**config.mk**
```make
export PLATFORM = sky130hd
export DESIGN_NAME = vector_issue_queue
export DESIGN_NICKNAME = d
export VERILOG_FILES = /design/src/rtl/vector_issue_queue.sv
export SDC_FILE = /design/constraint.sdc
export NUM_CORES = 1
export LEC_CHECK = 0
export ABC_AREA = 1
export CAP_MARGIN = 30
export CORE_MARGIN = 2
export CORE_UTILIZATION = 55
export DETAILED_ROUTE_END_ITERATION = 10
export PLACE_DENSITY = 0.76
export SYNTH_ARGS = -nofsm -noshare
export SYNTH_HDL_FRONTEND = slang
export SYNTH_SLANG_ARGS = --single-unit
```
**constraint.sdc**
```tcl
create_clock -name clk -period 7.26 [get_ports clk]
set_input_delay 1.452 -clock clk [delete_from_list [all_inputs] [get_ports clk]]
set_output_delay 1.452 -clock clk [all_outputs]
set_load 0.005 [all_outputs]
```
**src/rtl/vector_issue_queue.sv**
```systemverilog
// Instruction FIFO between the host and the vector decoder: issues one legal
// instruction at a time, paced by per-opcode latency and exec_ready.
module vector_issue_queue #(
    parameter int DEPTH     = 8,
    parameter int LS_LAT    = 2,
    parameter int MUL_LAT   = 3,
    parameter int FPADD_LAT = 4,
    parameter int FPMUL_LAT = 5
) (
    input  logic                       clk,
    input  logic                       rst_n,
    input  logic                       push_valid,
    input  logic [31:0]                push_data,
    output logic                       push_ready,
    input  logic                       exec_ready,
    input  logic                       flush,
    output logic [31:0]                instruction,
    output logic                       instruction_valid,
    output logic [$clog2(DEPTH+1)-1:0] count,
    output logic                       busy,
    output logic                       illegal_seen,
    output logic [15:0]                issued_count,
    output logic [1:0]                 fsm_state
);

    localparam int AW      = $clog2(DEPTH);
    localparam int CW      = $clog2(DEPTH + 1);
    localparam int MAX_AB  = (LS_LAT > MUL_LAT) ? LS_LAT : MUL_LAT;
    localparam int MAX_CD  = (FPADD_LAT > FPMUL_LAT) ? FPADD_LAT : FPMUL_LAT;
    localparam int MAX_LAT = (MAX_AB > MAX_CD) ? MAX_AB : MAX_CD;
    localparam int WW      = $clog2(MAX_LAT + 1);

    typedef enum logic [1:0] {
        IDLE = 2'd0,
        RUN  = 2'd1,
        WAIT = 2'd2
    } state_t;

    // Handshake: a push transfers on a rising edge where push_valid && push_ready;
    // an issue transfers on a rising edge where the head is legal and eligible
    // and exec_ready is high, and shows up as a one-cycle instruction_valid.

    logic [31:0]   mem [DEPTH];
    logic [AW-1:0] rd_ptr, wr_ptr;
    logic [CW-1:0] count_q, count_nxt;
    logic [WW-1:0] wait_cnt, wait_nxt;
    state_t        state, state_nxt;

    logic [31:0] head;
    logic [4:0]  head_op;
    logic        full, empty, push_fire, head_ready, issue, discard, pop;

    function automatic logic [WW-1:0] lat_minus_one(input logic [4:0] op);
        int lat;
        case (op)
            5'b00000, 5'b00001: lat = LS_LAT;
            5'b00100, 5'b00101: lat = MUL_LAT;
            5'b00111, 5'b10000: lat = FPADD_LAT;
            5'b01000:           lat = FPMUL_LAT;
            default:            lat = 1;
        endcase
        return WW'(lat - 1);
    endfunction

    assign head       = mem[rd_ptr];
    assign head_op    = head[31:27];
    assign full       = (count_q == CW'(DEPTH));
    assign empty      = (count_q == '0);
    assign push_ready = !full && !flush;
    assign push_fire  = push_valid && push_ready;
    assign head_ready = !empty && (wait_cnt == '0) && !flush;
    assign issue      = head_ready && exec_ready && (head_op <= 5'b10000);
    // Illegal heads are dropped without waiting for the datapath.
    assign discard    = head_ready && (head_op > 5'b10000);
    assign pop        = issue || discard;

    assign count     = count_q;
    assign busy      = (count_q != '0) || (state != IDLE);
    assign fsm_state = state;

    always_comb begin
        count_nxt = count_q;
        if (push_fire && !pop) begin
            count_nxt = count_q + CW'(1);
        end else if (!push_fire && pop) begin
            count_nxt = count_q - CW'(1);
        end
    end

    always_comb begin
        wait_nxt = '0;
        if (issue) begin
            wait_nxt = lat_minus_one(head_op);
        end else if (wait_cnt != '0) begin
            wait_nxt = wait_cnt - WW'(1);
        end
    end

    always_comb begin
        state_nxt = IDLE;
        if (flush) begin
            state_nxt = IDLE;
        end else if (wait_nxt != '0) begin
            state_nxt = WAIT;
        end else if (count_nxt != '0) begin
            state_nxt = RUN;
        end
    end

    always_ff @(posedge clk or negedge rst_n) begin
        if (!rst_n) begin
            state <= IDLE;
        end else begin
            state <= state_nxt;
        end
    end

    always_ff @(posedge clk) begin
        if (push_fire) begin
            mem[wr_ptr] <= push_data;
        end
    end

    always_ff @(posedge clk or negedge rst_n) begin
        if (!rst_n) begin
            rd_ptr            <= '0;
            wr_ptr            <= '0;
            count_q           <= '0;
            wait_cnt          <= '0;
            instruction       <= '0;
            instruction_valid <= 1'b0;
            illegal_seen      <= 1'b0;
            issued_count      <= '0;
        end else if (flush) begin
            rd_ptr            <= '0;
            wr_ptr            <= '0;
            count_q           <= '0;
            wait_cnt          <= '0;
            instruction       <= '0;
            instruction_valid <= 1'b0;
            illegal_seen      <= 1'b0;
        end else begin
            count_q  <= count_nxt;
            wait_cnt <= wait_nxt;
            if (push_fire) begin
                wr_ptr <= wr_ptr + AW'(1);
            end
            if (pop) begin
                rd_ptr <= rd_ptr + AW'(1);
            end
            if (discard) begin
                illegal_seen <= 1'b1;
            end
            if (issue) begin
                instruction       <= head;
                instruction_valid <= 1'b1;
                issued_count      <= issued_count + 16'd1;
            end else begin
                instruction       <= '0;
                instruction_valid <= 1'b0;
            end
        end
    end

endmodule

```
# == Word-level counts from Yosys, hierarchy flattened ==
# Memories as Yosys holds them, arrays and structs flattened.
# Index checks and enable logic that the tools add are counted.
# classes
add_sub_neg,7
n_lt_le_gt_ge,2
eq_ne,7
n_mux,23
n_bitwise,1
n_reduce_logical,31
# op_table
operator,n
$mux W32,2
$mux W3,8
$add A16 B1 Y16 const B,1
$eq A5 B3 Y1 const B,3
$mux W4,3
$pmux W3 S4,1
$logic_and A1 B1 Y1,9
$reduce_bool A2 Y1,4
$reduce_bool A4 Y1,2
$mux W1,7
$add A3 B1 Y3 const B,2
$reduce_bool A3 Y1,2
$reduce_or A2 Y1,3
$eq A5 B1 Y1 const B,1
$eq A5 B4 Y1 const B,1
$eq A5 B5 Y1 const B,1
$gt A5 B5 Y1 const B,1
$le A5 B5 Y1 const B,1
$logic_not A1 Y1,5
$logic_not A5 Y1,1
$add A4 B1 Y4 const B,1
$eq A4 B4 Y1 const B,1
$logic_not A4 Y1,1
$mux W2,2
7 further kinds,8
# word_totals
ff_bits,65
ramBits,256
in_bits,37
output_inout_bits,58
elab_cells,81
n_memories,1
# mem_list
name,depth,width,read_ports,rd_ports_with_merged_regs,wr,line,rtl
mem,8,32,1,0,1,43,logic [31:0] mem [DEPTH];

# == Longest topological paths before layout ==
# Gate-level depths: netlist of run 1.
# depth
word_depth,14
depth_mapped,22
depth_no_buf,21

# == Worst setup path after synthesis of run 1 ==
# OpenSTA, ideal clock, no wires.
# synth_timing
kind,input -> register
start,input flush
end,"memory mem[0][0], enable pin"
setup_ps,421
arrival_time_ps,3614
t_required_ps,6839
setup_slack_ps,3225
cell_stages,8
n_path_buf,1
cell_sequence,buf_2 > inv_1 > nand2_1 > inv_1 > nand2_1 > inv_1 > nand2_1 > nor2_1
# synth_via
elab_chain_len,5
# synth_lines
item,line,rtl
start: declaration,16,"input logic flush,"
$logic_not A1 Y1,69,assign push_ready = !full && !flush;
$logic_and A1 B1 Y1,69,
named net push_ready,14,"output logic push_ready,"
$logic_and A1 B1 Y1,70,assign push_fire = push_valid && push_ready;
$mux W1,119,if (push_fire) begin
$mux W1 (implied by the code),120,mem[wr_ptr] <= push_data;
end: declaration,43,
# The timed path passes the listed nets, and every way through them passes these cells.

# == Worst setup path in the final report of run 1 ==
# layout_timing
start,input flush
end,output push_ready
# layout_via
elab_chain_len,2
# layout_lines
item,line
$logic_not A1 Y1,69
$logic_and A1 B1 Y1,69
end: declaration,14
# No other way between the ends.

==> summary.txt, run 1 <==
Floorplanning
  • Die Wd: 157.4 um
  • Die H: 157.4 um
  • Die Area: 24,770 um^2
  • IO Pins: 95
  • Initial Util: 0.5563
  • Core Box Area: 23,260 um^2
  • Site row count: 56

Power and ir drop
  • Part of the power in combinational logic: 0.216
  • Max IR drop VDD: 0.2189 mV
  • Pwr dens: 328.0 nW/um^2
  • Int Pwr: 0.003608 W
  • Clock Power Share: 0.353
  • Net Sw Frac: 0.2878
  • Psw: 0.001458 W
  • Part of the power in registers: 0.432
  • Leakage power: 5.986 nW

Place
  • Placer Congestion: 0.7922
  • Placed insts: 1,460
  • Post-DP Area: 14,260 um^2
  • PortBufs: 94
  • HPWL after detailed placement: 14.97 mm

Synth
  • Ys async rst share: 0.2025
  • Top post-synthesis cells by count: 256 x edfxtp_1, 238 x nand2_1, 167 x nor2_1, 65 x dfrtp_1, 64 x inv_1
  • Cell count after synthesis: 1,087
  • Count of cell types in the netlist: 37
  • Top post-synthesis cells by area: edfxtp_1 59%, dfrtp_1 13%, nand2_1 6.9%
  • EDFF count, synth: 256
  • Syn Nets: 1,132
  • Dominant cell type by area after synthesis: edfxtp_1
  • Flops & latches, synth: 321
  • Post-synth top area share: 0.5941
  • Cell with the most instances after synthesis: edfxtp_1
  • Top_reg_cell synth: edfxtp_1
  • Seq/Total Area, Yosys: 0.7198
  • Synthesized area per cell: 11.90 um^2
  • Post-Syn Area: 12,940 um^2
  • Synthesis Warnings: 0

GRT
  • Antenna violations before repair: 0
  • Met2 usage: 0.3928
  • Largest net degree at the start of global routing: 101
  • First-pass GRT wire length: 43.13 mm
  • Total track usage: 0.2272
  • Most Crowded Layer GR: met2
  • Total gr overflow: 0
  • Vias in the first global route: 8,340
  • Met3 Use GR: 0.03607
  • Met1 Use GR: 0.2919

Detailed routing
  • DR vias/cell: 5.448
  • Post-DRT Antenna Nets: 0
  • Drt initial violations: 651
  • Drt first pass iters: 5
  • DRC: 0
  • Routed WL: 27.45 mm
  • Vias: 8,297
  • WL per Instance: 18.02 um

Clock network
  • Clock sink count: 321
  • CTS root buffer: clkbuf_16
  • Clock buffer depth: 3
  • Reg clk slew, reported paths: 0.05 ns
  • Num CTS Buffers: 34
  • Worst skew pair latency: 0.52 ns
  • Cts hold-fix bufs: 0
  • Post-CTS Setup Bufs: 0
  • CTS tree: built
  • H-Tree Depth: 2
  • Post-CTS sizing: 0

Timing
  • Min cycle time layout: 4.483 ns
  • Share of the clock period used by the worst path: 0.6174
  • RSZ-0062 raised after global routing: false
  • Slew Limit Fails: 0
  • Fmax: 223.1 MHz
  • Clock skew: 0.007481 ns
  • Slew Limit Headroom: 0.4072
  • Final hold vios: 0
  • WHS: 0.4781 ns
  • # setup viols final: 0
  • Worst-margin pin slew: 0.8893 ns
  • Final TNS setup: 0 ns

Layout
  • Proportion of layout cells with a drive suffix above 1: 0.08555
  • Nets: 1,223
  • FF/Latch Area: 9319 um^2
  • Post-route cell area: 15,440 um^2
  • Multi-input combinational cell area: 3176 um^2
  • Area growth syn-to-layout: 19.35%
  • Final Non-Filler Cells: 1,523
  • Fill cells: 1,652
  • Antenna cells: 0

Run
  • Max Cap Viol: 0

Setup path
  • Crit path max fanout: 10
  • CP arrival: 3.03 ns
  • Kind of critical path: in2out
  • Required time worst endpoint: 5.81 ns
  • Startpoint Class: input pin
  • CP Capture Type: output port

Outcome
  • Status: complete, no violations

Hold path
  • Hold Path Class: reg2reg
-- flip-flops by register name, summed over array words and instances (netlist names) --
name / count
mem: 256
instruction: 32
issued_count: 16
count: 4
rd_ptr: 3
wait_cnt: 3
wr_ptr: 3
fsm_state: 2
illegal_seen: 1
instruction_valid: 1
-- power groups by stage --
| stage | logic [W] | registers (W) | clock network, W |
|---|---|---|---|
| after floorplan | 0.000722 | 0.00220 | 0 |
| after global placement | 0.00104 | 0.00222 | 0 |
| after detailed placement | 0.00108 | 0.00222 | 0 |
| after CTS | 0.00109 | 0.00219 | 0.00181 |
| after global routing | 0.00122 | 0.00220 | 0.00188 |
| final | 0.00109 | 0.00219 | 0.00179 |
-- stage by stage --
| step | power (W) | worst slack (ns) | util |
|---|---|---|---|
| after global placement | 0.003261 | 2.817 | 0.6087 |
| final | 0.005065 | 2.777 | 0.6639 |
| after floorplan | 0.002926 | 3.225 | - |
| after detailed placement | 0.003301 | 2.799 | 0.6130 |
| after global routing | 0.005304 | 2.665 | 0.6639 |
| after CTS | 0.005089 | 2.791 | 0.6630 |
-- path summary, 6_finish.rpt --
check,startpoint,to,slack (ns),depth (start not counted)
worst max-delay path,flush,push_ready,2.78,5
worst min-delay path,issued_count[15],issued_count[15],0.48,1
min in group asynchronous,rst_n,issued_count[7],1.07,1
worst min register to register,issued_count[15],issued_count[15],0.48,1
max in group asynchronous,rst_n,rd_ptr[0],5.53,1
worst max register to register,rd_ptr[0],fsm_state[0],3.93,19
-- metal layers --
layer / up-vias / wire length, um / share of wire
li1: 3926 / - / -
met1: 3991 / 11180 / 0.41
met2: 316 / 13800 / 0.50
met3: 64 / 1730 / 0.063
met4: 0 / 742 / 0.027
met5: - / 0 / 0
-- cells in the final DEF, fill, tap and decap left out, types with 2 or more instances in the layout --
cell and count:
o21a_1 2, ha_1 8, a21oi_1 61, o21ai_0 9
nand3_1 34, nand2_2 6, o32ai_1 27, nor3_1 28
inv_6 2, nor2_2 2, xnor2_1 7, nand4_1 3
edfxtp_1 256, bufinv_16 5, o31ai_1 27, clkinvlp_4 2
clkbuf_1 7, buf_12 6, nand2_1 238, nor2_4 9
clkinv_2 6, nor2_1 159, nand2_4 2, clkinv_1 2
inv_1 63, clkdlybuf4s50_1 93, clkbuf_16 34, buf_4 10
xor2_1 10, dfrtp_1 63, inv_2 5, clkbuf_8 4
-- critical path, cell delays in order --
cell and delay (ns):
clkdlybuf4s50_1 0.61, inv_1 0.30, nand2_1 0.08, inv_1 0.07, clkdlybuf4s50_1 0.50
-- logic make-up after synthesis --
kind of cell | after synthesis | share of synthesized area
AND/OR/NAND/NOR | 490 | 0.1583
adder cells (fa/ha/maj) | 8 | 0.007736
XOR/XNOR | 17 | 0.01151
buffers and inverters | 123 | 0.03945
AO/OA/AOI/OAI | 128 | 0.06324
flip-flops | 321 | 0.7198
-- cell type report --
class,count,share of cell area
clock buffer,45,0.06036
clock inverter,17,0.01499
inverter,69,0.01685
multi-input combinational,643,0.2056
sequential,321,0.6034
tap,319,0.02584
timing repair buffer,109,0.07292
(Power assumes the default switching activity.)
==> run 2, diff against run 1 <==
==> constraint.sdc (replaced) <==
create_clock -name clk -period 4.2 [get_ports clk]
set_input_delay 0.84 -clock clk [delete_from_list [all_inputs] [get_ports clk]]
set_output_delay 0.84 -clock clk [all_outputs]
set_load 0.005 [all_outputs]
==> summary.txt, run 2 (synthesis gave the netlist of run 1 again) <==
Floorplanning
  • Die Wd: 157.4 um (unchanged)
  • Die Area: 24,770 um^2 (unchanged)
  • Site row count: 56 (unchanged)
  • IO Pins: 95 (unchanged)
  • Initial Util: 0.5563 (unchanged)
  • Die H: 157.4 um (unchanged)
  • Core Box Area: 23,260 um^2 (unchanged)

Setup path
  • CP Capture Type: flop (was output port)
  • Slowest CP cell: dfrtp_2 (was clkdlybuf4s50_1)
  • Crit-path cells: inv_2, nand3_1, nand2_1, nand2_1, nand2_2, nor2_2, nand2_2, nand2_4, nand2_1, nand2_1, nand2_1, inv_1, ha_1, o21ai_0, nor2_1, nand3b_1, nor2_1 (was clkdlybuf4s50_1, inv_1, nand2_1, inv_1, clkdlybuf4s50_1)
  • Kind of critical path: reg2reg (was in2out)
  • Worst r2r src: rd_ptr[1] (was rd_ptr[0])
  • Crit path max fanout: 38 (was 10)
  • Required time worst endpoint: 4.65 ns (was 5.81 ns)
  • Worst setup endpoint: fsm_state[0] (was push_ready)
  • RR Endpoint: fsm_state[0] (unchanged)
  • Buf+Inv Stages, Crit Path: 2 (was 4)
  • CP arrival: 3.70 ns (was 3.03 ns)
  • Cell count of the worst reg-to-reg path: 17 (was 19)
  • Reg2Reg Setup Slack: 0.95 ns (was 3.93 ns)
  • Cell family with most CP delay: simple AND/OR/NAND/NOR gates (was buffers and inverters)
  • Crit. path cell count: 17 (was 5)
  • Most frequent CP cell: nand2_1
  • Startpoint Class: flop (was input pin)
  • Crit path launch: rd_ptr[1] (was flush)
  • Slowest cell delay on critical path: 0.90 ns (was 0.61 ns)

GRT
  • Vias in the first global route: 8,187 (was 8,340)
  • Antenna violations before repair: 0 (unchanged)
  • Total gr overflow: 0 (unchanged)
  • Largest net degree at the start of global routing: 66 (was 101)
  • Total track usage: 0.2168 (was 0.2272)
  • First-pass GRT wire length: 42.04 mm (was 43.13 mm)

Clock network
  • Cts hold-fix bufs: 0 (unchanged)
  • CTS root buffer: clkbuf_16 (unchanged)
  • Reg clk slew, reported paths: 0.06 ns (was 0.05 ns)
  • CTS tree: built (unchanged)
  • Worst skew pair latency: 0.56 ns (was 0.52 ns)
  • H-Tree Depth: 1 (was 2)
  • Clock sink count: 321 (unchanged)
  • Clock buffer depth: 3 (unchanged)
  • Num CTS Buffers: 31 (was 34)
  • Post-CTS Setup Bufs: 0 (unchanged)
  • Post-CTS sizing: 0 (unchanged)

Layout
  • Nets: 1,222 (was 1,223)
  • Most frequent cells in the layout: 256 x edfxtp_1, 238 x nand2_1, 159 x nor2_1 (unchanged)
  • Antenna cells: 0 (unchanged)
  • Largest regs: mem: 256 flops, instruction: 32 flops, issued_count: 16 flops (unchanged)
  • Final core utilization: 0.6538 (was 0.6639)
  • Area growth syn-to-layout: 17.54% (was 19.35%)
  • Fill cells: 1,703 (was 1,652)
  • Proportion of layout cells with a drive suffix above 1: 0.08403 (was 0.08555)
  • Number of flip-flops in the largest register: 256 (unchanged)
  • Most common cell after layout, fill and taps aside: edfxtp_1 (unchanged)
  • Most flops, register: mem (unchanged)

Outcome
  • Status: complete, no violations (unchanged)

Timing
  • # setup viols final: 0 (unchanged)
  • Fmax: 307.7 MHz
  • WHS: 0.4052 ns (was 0.4781 ns)
  • Final TNS setup: 0 ns (unchanged)
  • Share of the clock period used by the worst path: 0.7737
  • Final hold vios: 0 (unchanged)
  • Slew Limit Fails: 0 (unchanged)
  • Fin worst setup slack: 0.9504 ns (was 2.777 ns)
  • Slew Limit Headroom: 0.4187 (was 0.4072)
  • RSZ-0062 raised after global routing: false (unchanged)
  • Min cycle time layout: 3.250 ns
  • Clock skew: 0.01327 ns (was 0.007481 ns)
  • Worst-margin pin slew: 0.8719 ns (was 0.8893 ns)

Place
  • PortBufs: 94 (unchanged)
  • Pre-CTS setup slack: 0.7420 ns (was 2.799 ns)
  • HPWL after detailed placement: 15.59 mm (was 14.97 mm)
  • Placer Congestion: 0.7971 (was 0.7922)

Detailed routing
  • DR vias/cell: 5.454 (was 5.448)
  • Post-DRT Antenna Nets: 0 (unchanged)
  • DRC: 0 (unchanged)
  • Drt initial violations: 808 (was 651)
  • Drt first pass iters: 5 (unchanged)
  • WL per Instance: 17.25 um (was 18.02 um)
  • Vias: 8,295 (was 8,297)
  • Routed WL: 26.24 mm (was 27.45 mm)

Run
  • Max Cap Viol: 0 (unchanged)

Power and ir drop
  • Psw: 0.002469 W (was 0.001458 W)
  • Max IR drop VDD: 0.3669 mV (was 0.2189 mV)
  • Pwr dens: 541.6 nW/um^2 (was 328.0 nW/um^2)
  • Clock Power Share: 0.314 (was 0.353)
  • Int Pwr: 0.005769 W (was 0.003608 W)
  • Part of the power in combinational logic: 0.224 (was 0.216)
  • Part of the power in registers: 0.462 (was 0.432)
  • Net Sw Frac: 0.2997 (was 0.2878)
  • Leakage power: 5.886 nW (was 5.986 nW)

Hold path
  • Hold Path Class: in2async (was reg2reg)
## run 2: changes by cell type in the layout (fill, tap and decap cells not counted), sizes merged
cell	delta
buf	+2
clkbuf	-5
bufinv	-5
clkinv	+4
clkinvlp	+2
## run 2: worst register-to-register path, stage by stage, from the launching register on
cell and delay (ns):
dfrtp_2 0.90, inv_2 0.46, nand3_1 0.20, nand2_1 0.08
nand2_1 0.08, nand2_2 0.08, nor2_2 0.15, nand2_2 0.10
nand2_4 0.09, nand2_1 0.09, nand2_1 0.09, nand2_1 0.05
inv_1 0.05, ha_1 0.22, o21ai_0 0.25, nor2_1 0.10
nand3b_1 0.10, nor2_1 0.05
## run 2: area by class of cell
class                           instances  area (um^2)  share of cell area
Clock buffer                           40        849.6             0.05586
Clock inverter                         18        102.6            0.006746
Inverter                               69        260.3             0.01711
Multi-Input combinational cell        643         3176              0.2088
Sequential cell                       321         9319              0.6127
Tap cell                              319        399.1             0.02624
Timing Repair Buffer                  111         1104             0.07256
## run 2: power by group through the flow
stage | Combinational, W | Sequential (W) | Clock (W)
after floorplan | 0.00125 | 0.00381 | 0
after global placement | 0.00179 | 0.00387 | 0
after detailed placement | 0.00184 | 0.00387 | 0
after CTS | 0.00185 | 0.00381 | 0.00262
after global routing | 0.00207 | 0.00383 | 0.00274
final | 0.00185 | 0.00381 | 0.00258
## run 2: how the worst min path moves through the flow
stage,startpoint,end
CTS,rst_n,issued_count[9]
finish,rst_n,issued_count[9]
detailed placement,issued_count[15],issued_count[15]
floorplan,issued_count[15],issued_count[15]
global route,rst_n,issued_count[9]
global placement,issued_count[15],issued_count[15]
## run 2: per-layer routing
| layer | track usage | part of all wire |
|---|---|---|
| met5 | 0 | 0 |
| met4 | 0.04978 | 0.013 |
| met3 | 0.03442 | 0.071 |
| met2 | 0.3575 | 0.48 |
| met1 | 0.3073 | 0.44 |
## run 2: metrics by stage
stage	cell area [um^2]	instances	power, W
5_1_grt	15210	1521	0.008646
2_1_floorplan	12940	1087	0.005058
4_1_cts	15210	1521	0.008273
3_3_place_gp	14260	1463	0.005658
3_5_place_dp	14260	1463	0.005712
6_report	15210	1521	0.008238
==> run 3, diff against run 2 <==
==> constraint.sdc (replaced) <==
create_clock -name clk -period 3.35 [get_ports clk]
set_input_delay 0.67 -clock clk [delete_from_list [all_inputs] [get_ports clk]]
set_output_delay 0.67 -clock clk [all_outputs]
set_load 0.005 [all_outputs]
==> summary.txt, run 3 (synthesis gave the netlist of run 1 again) <==
GRT
  • Vias in the first global route: 8,231 (was 8,187)
  • Total gr overflow: 0 (unchanged)
  • Total track usage: 0.2188 (was 0.2168)
  • Antenna violations before repair: 0 (unchanged)
  • First-pass GRT wire length: 42.44 mm (was 42.04 mm)
  • Largest net degree at the start of global routing: 132 (was 66)

Place
  • Placer Congestion: 0.7599 (was 0.7971)
  • HPWL after detailed placement: 15.69 mm (was 15.59 mm)
  • PortBufs: 94 (unchanged)

Timing
  • RSZ-0062 raised after global routing: false (unchanged)
  • Min cycle time layout: 2.837 ns (was 3.250 ns)
  • Final hold vios: 0 (unchanged)
  • Final TNS setup: 0 ns (unchanged)
  • Slew Limit Fails: 0 (unchanged)
  • Clock skew: 0.01537 ns (was 0.01327 ns)
  • WHS: 0.2280 ns (was 0.4052 ns)
  • Share of the clock period used by the worst path: 0.8469 (was 0.7737)
  • Slew Limit Headroom: 0.4237 (was 0.4187)
  • # setup viols final: 0 (unchanged)
  • Worst-margin pin slew: 0.8645 ns (was 0.8719 ns)
  • Fmax: 352.5 MHz (was 307.7 MHz)

Detailed routing
  • WL per Instance: 17.57 um (was 17.25 um)
  • Post-DRT Antenna Nets: 0 (unchanged)
  • Routed WL: 26.87 mm (was 26.24 mm)
  • Drt initial violations: 754 (was 808)
  • Vias: 8,359 (was 8,295)
  • Drt first pass iters: 5 (unchanged)
  • DR vias/cell: 5.467 (was 5.454)
  • DRC: 0 (unchanged)

Setup path
  • Cell family with most CP delay: simple AND/OR/NAND/NOR gates (unchanged)
  • Crit-path cells: buf_12, nand2_1, nand3_1, nand2_1, nand2_1, nand2_1, nor2_2, nand4_1, o21a_1, nand2_1, inv_1, ha_1, o21ai_0, nor2_1, nand3b_1, nor2_1 (was inv_2, nand3_1, nand2_1, nand2_1, nand2_2, nor2_2, nand2_2, nand2_4, nand2_1, nand2_1, nand2_1, inv_1, ha_1, o21ai_0, nor2_1, nand3b_1, nor2_1)
  • Slowest cell delay on critical path: 0.46 ns (was 0.90 ns)
  • Slowest CP cell: buf_12 (was dfrtp_2)
  • CP Capture Type: flop (unchanged)
  • CP arrival: 3.29 ns (was 3.70 ns)
  • Most frequent CP cell: nand2_1 (unchanged)
  • Reg2Reg Setup Slack: 0.51 ns (was 0.95 ns)
  • Buf+Inv Stages, Crit Path: 2 (unchanged)
  • Startpoint Class: flop (unchanged)
  • Required time worst endpoint: 3.80 ns (was 4.65 ns)
  • Crit path max fanout: 131 (was 38)
  • Kind of critical path: reg2reg (unchanged)

Floorplanning
  • Core Box Area: 23,260 um^2 (unchanged)
  • IO Pins: 95 (unchanged)
  • Initial Util: 0.5563 (unchanged)
  • Site row count: 56 (unchanged)
  • Die H: 157.4 um (unchanged)
  • Die Wd: 157.4 um (unchanged)
  • Die Area: 24,770 um^2 (unchanged)

Clock network
  • Post-CTS Setup Bufs: 0 (unchanged)
  • H-Tree Depth: 1 (unchanged)
  • CTS root buffer: clkbuf_16 (unchanged)
  • Cts hold-fix bufs: 0 (unchanged)
  • Post-CTS sizing: 0 (unchanged)
  • Worst skew pair latency: 0.57 ns (was 0.56 ns)
  • Num CTS Buffers: 31 (unchanged)
  • Clock sink count: 321 (unchanged)
  • Reg clk slew, reported paths: 0.06 ns (about the same)
  • Clock buffer depth: 3 (unchanged)
  • CTS tree: built (unchanged)

Layout
  • Number of flip-flops in the largest register: 256 (unchanged)
  • Most flops, register: mem (unchanged)
  • Nets: 1,230 (was 1,222)
  • Proportion of layout cells with a drive suffix above 1: 0.08678 (was 0.08403)
  • FF/Latch Area: 9319 um^2 (unchanged)
  • Most common cell after layout, fill and taps aside: edfxtp_1 (unchanged)
  • Area growth syn-to-layout: 18.82% (was 17.54%)
  • Antenna cells: 0 (unchanged)
  • Fill cells: 1,704 (was 1,703)
  • Multi-input combinational cell area: 3176 um^2 (unchanged)
  • Most frequent cells in the layout: 256 x edfxtp_1, 238 x nand2_1, 159 x nor2_1 (unchanged)
  • Final core utilization: 0.6609 (was 0.6538)
  • Largest regs: mem: 256 flops, instruction: 32 flops, issued_count: 16 flops (unchanged)

Power and ir drop
  • Max IR drop VDD: 0.4494 mV (was 0.3669 mV)
  • Pwr dens: 694.5 nW/um^2 (was 541.6 nW/um^2)
  • Leakage power: 5.969 nW (was 5.886 nW)

Run
  • Max Cap Viol: 0 (unchanged)

Hold path
  • Hold Path Class: in2async (unchanged)

Outcome
  • Status: complete, no violations (unchanged)
-- run 3: cell count changes in the layout (fill, tap and decap cells not counted) --
cell,before,now
bufinv_16,0,5
clkinvlp_4,4,2
clkinv_2,9,4
clkbuf_8,4,1
clkinv_4,0,1
buf_12,3,4
clkbuf_1,5,8
clkinv_1,4,5
buf_4,15,22
-- run 3: worst register-to-register path, delay by kind of cell, from the launching register on --
kind | cells | cell delay [ns]
buffers and inverters | 2 | 0.50
adder cells (fa/ha/maj) | 1 | 0.27
flip-flops | 1 | 0.44
AO/OA/AOI/OAI | 2 | 0.39
AND/OR/NAND/NOR | 11 | 1.15
-- run 3: final timing paths --
kind,from,to,depth (start not counted)
max in group asynchronous,rst_n,rd_ptr[0],1
min in group clk,issued_count[15],issued_count[15],1
setup / recovery,rd_ptr[0],fsm_state[0],16
setup reg to reg,rd_ptr[0],fsm_state[0],16
hold / removal,rst_n,issued_count[9],1
hold reg to reg,issued_count[15],issued_count[15],1
-- run 3: cell type report --
class,count,area share
tap,319,0.02596
clock inverter,18,0.01465
sequential,321,0.6061
multi-input combinational,643,0.2065
inverter,69,0.01693
clock buffer,40,0.05330
timing repair buffer,119,0.07650
-- run 3: routing by layer --
| layer | vias to the layer above | part of all wire | GRT usage |
|---|---|---|---|
| met5 | - | 0 | 0 |
| met4 | 0 | 0.020 | 0.06277 |
| met3 | 49 | 0.066 | 0.03469 |
| met2 | 302 | 0.49 | 0.3708 |
| met1 | 4069 | 0.42 | 0.2958 |
| li1 | 3939 | - | - |
-- run 3: where the power goes --
| part | leakage (nW) | internal [W] | switching (W) |
|---|---|---|---|
| clock network | 0.502 | 0.00211 | 0.00145 |
| logic | 2.28 | 0.000887 | 0.00152 |
| registers | 3.19 | 0.00458 | 0.000134 |
| total | 5.97 | 0.00758 | 0.00310 |
-- run 3: through the flow --
stage,setup WS (ns),cells,instance area (um^2),total power (W)
floorplan,0.09681,1087,12940,0.006341
global placement,0.4962,1471,14330,0.007106
detailed placement,0.4414,1471,14330,0.007174
CTS,0.5327,1529,15370,0.01073
global route,0.1881,1529,15370,0.01120
finish,0.5129,1529,15370,0.01068
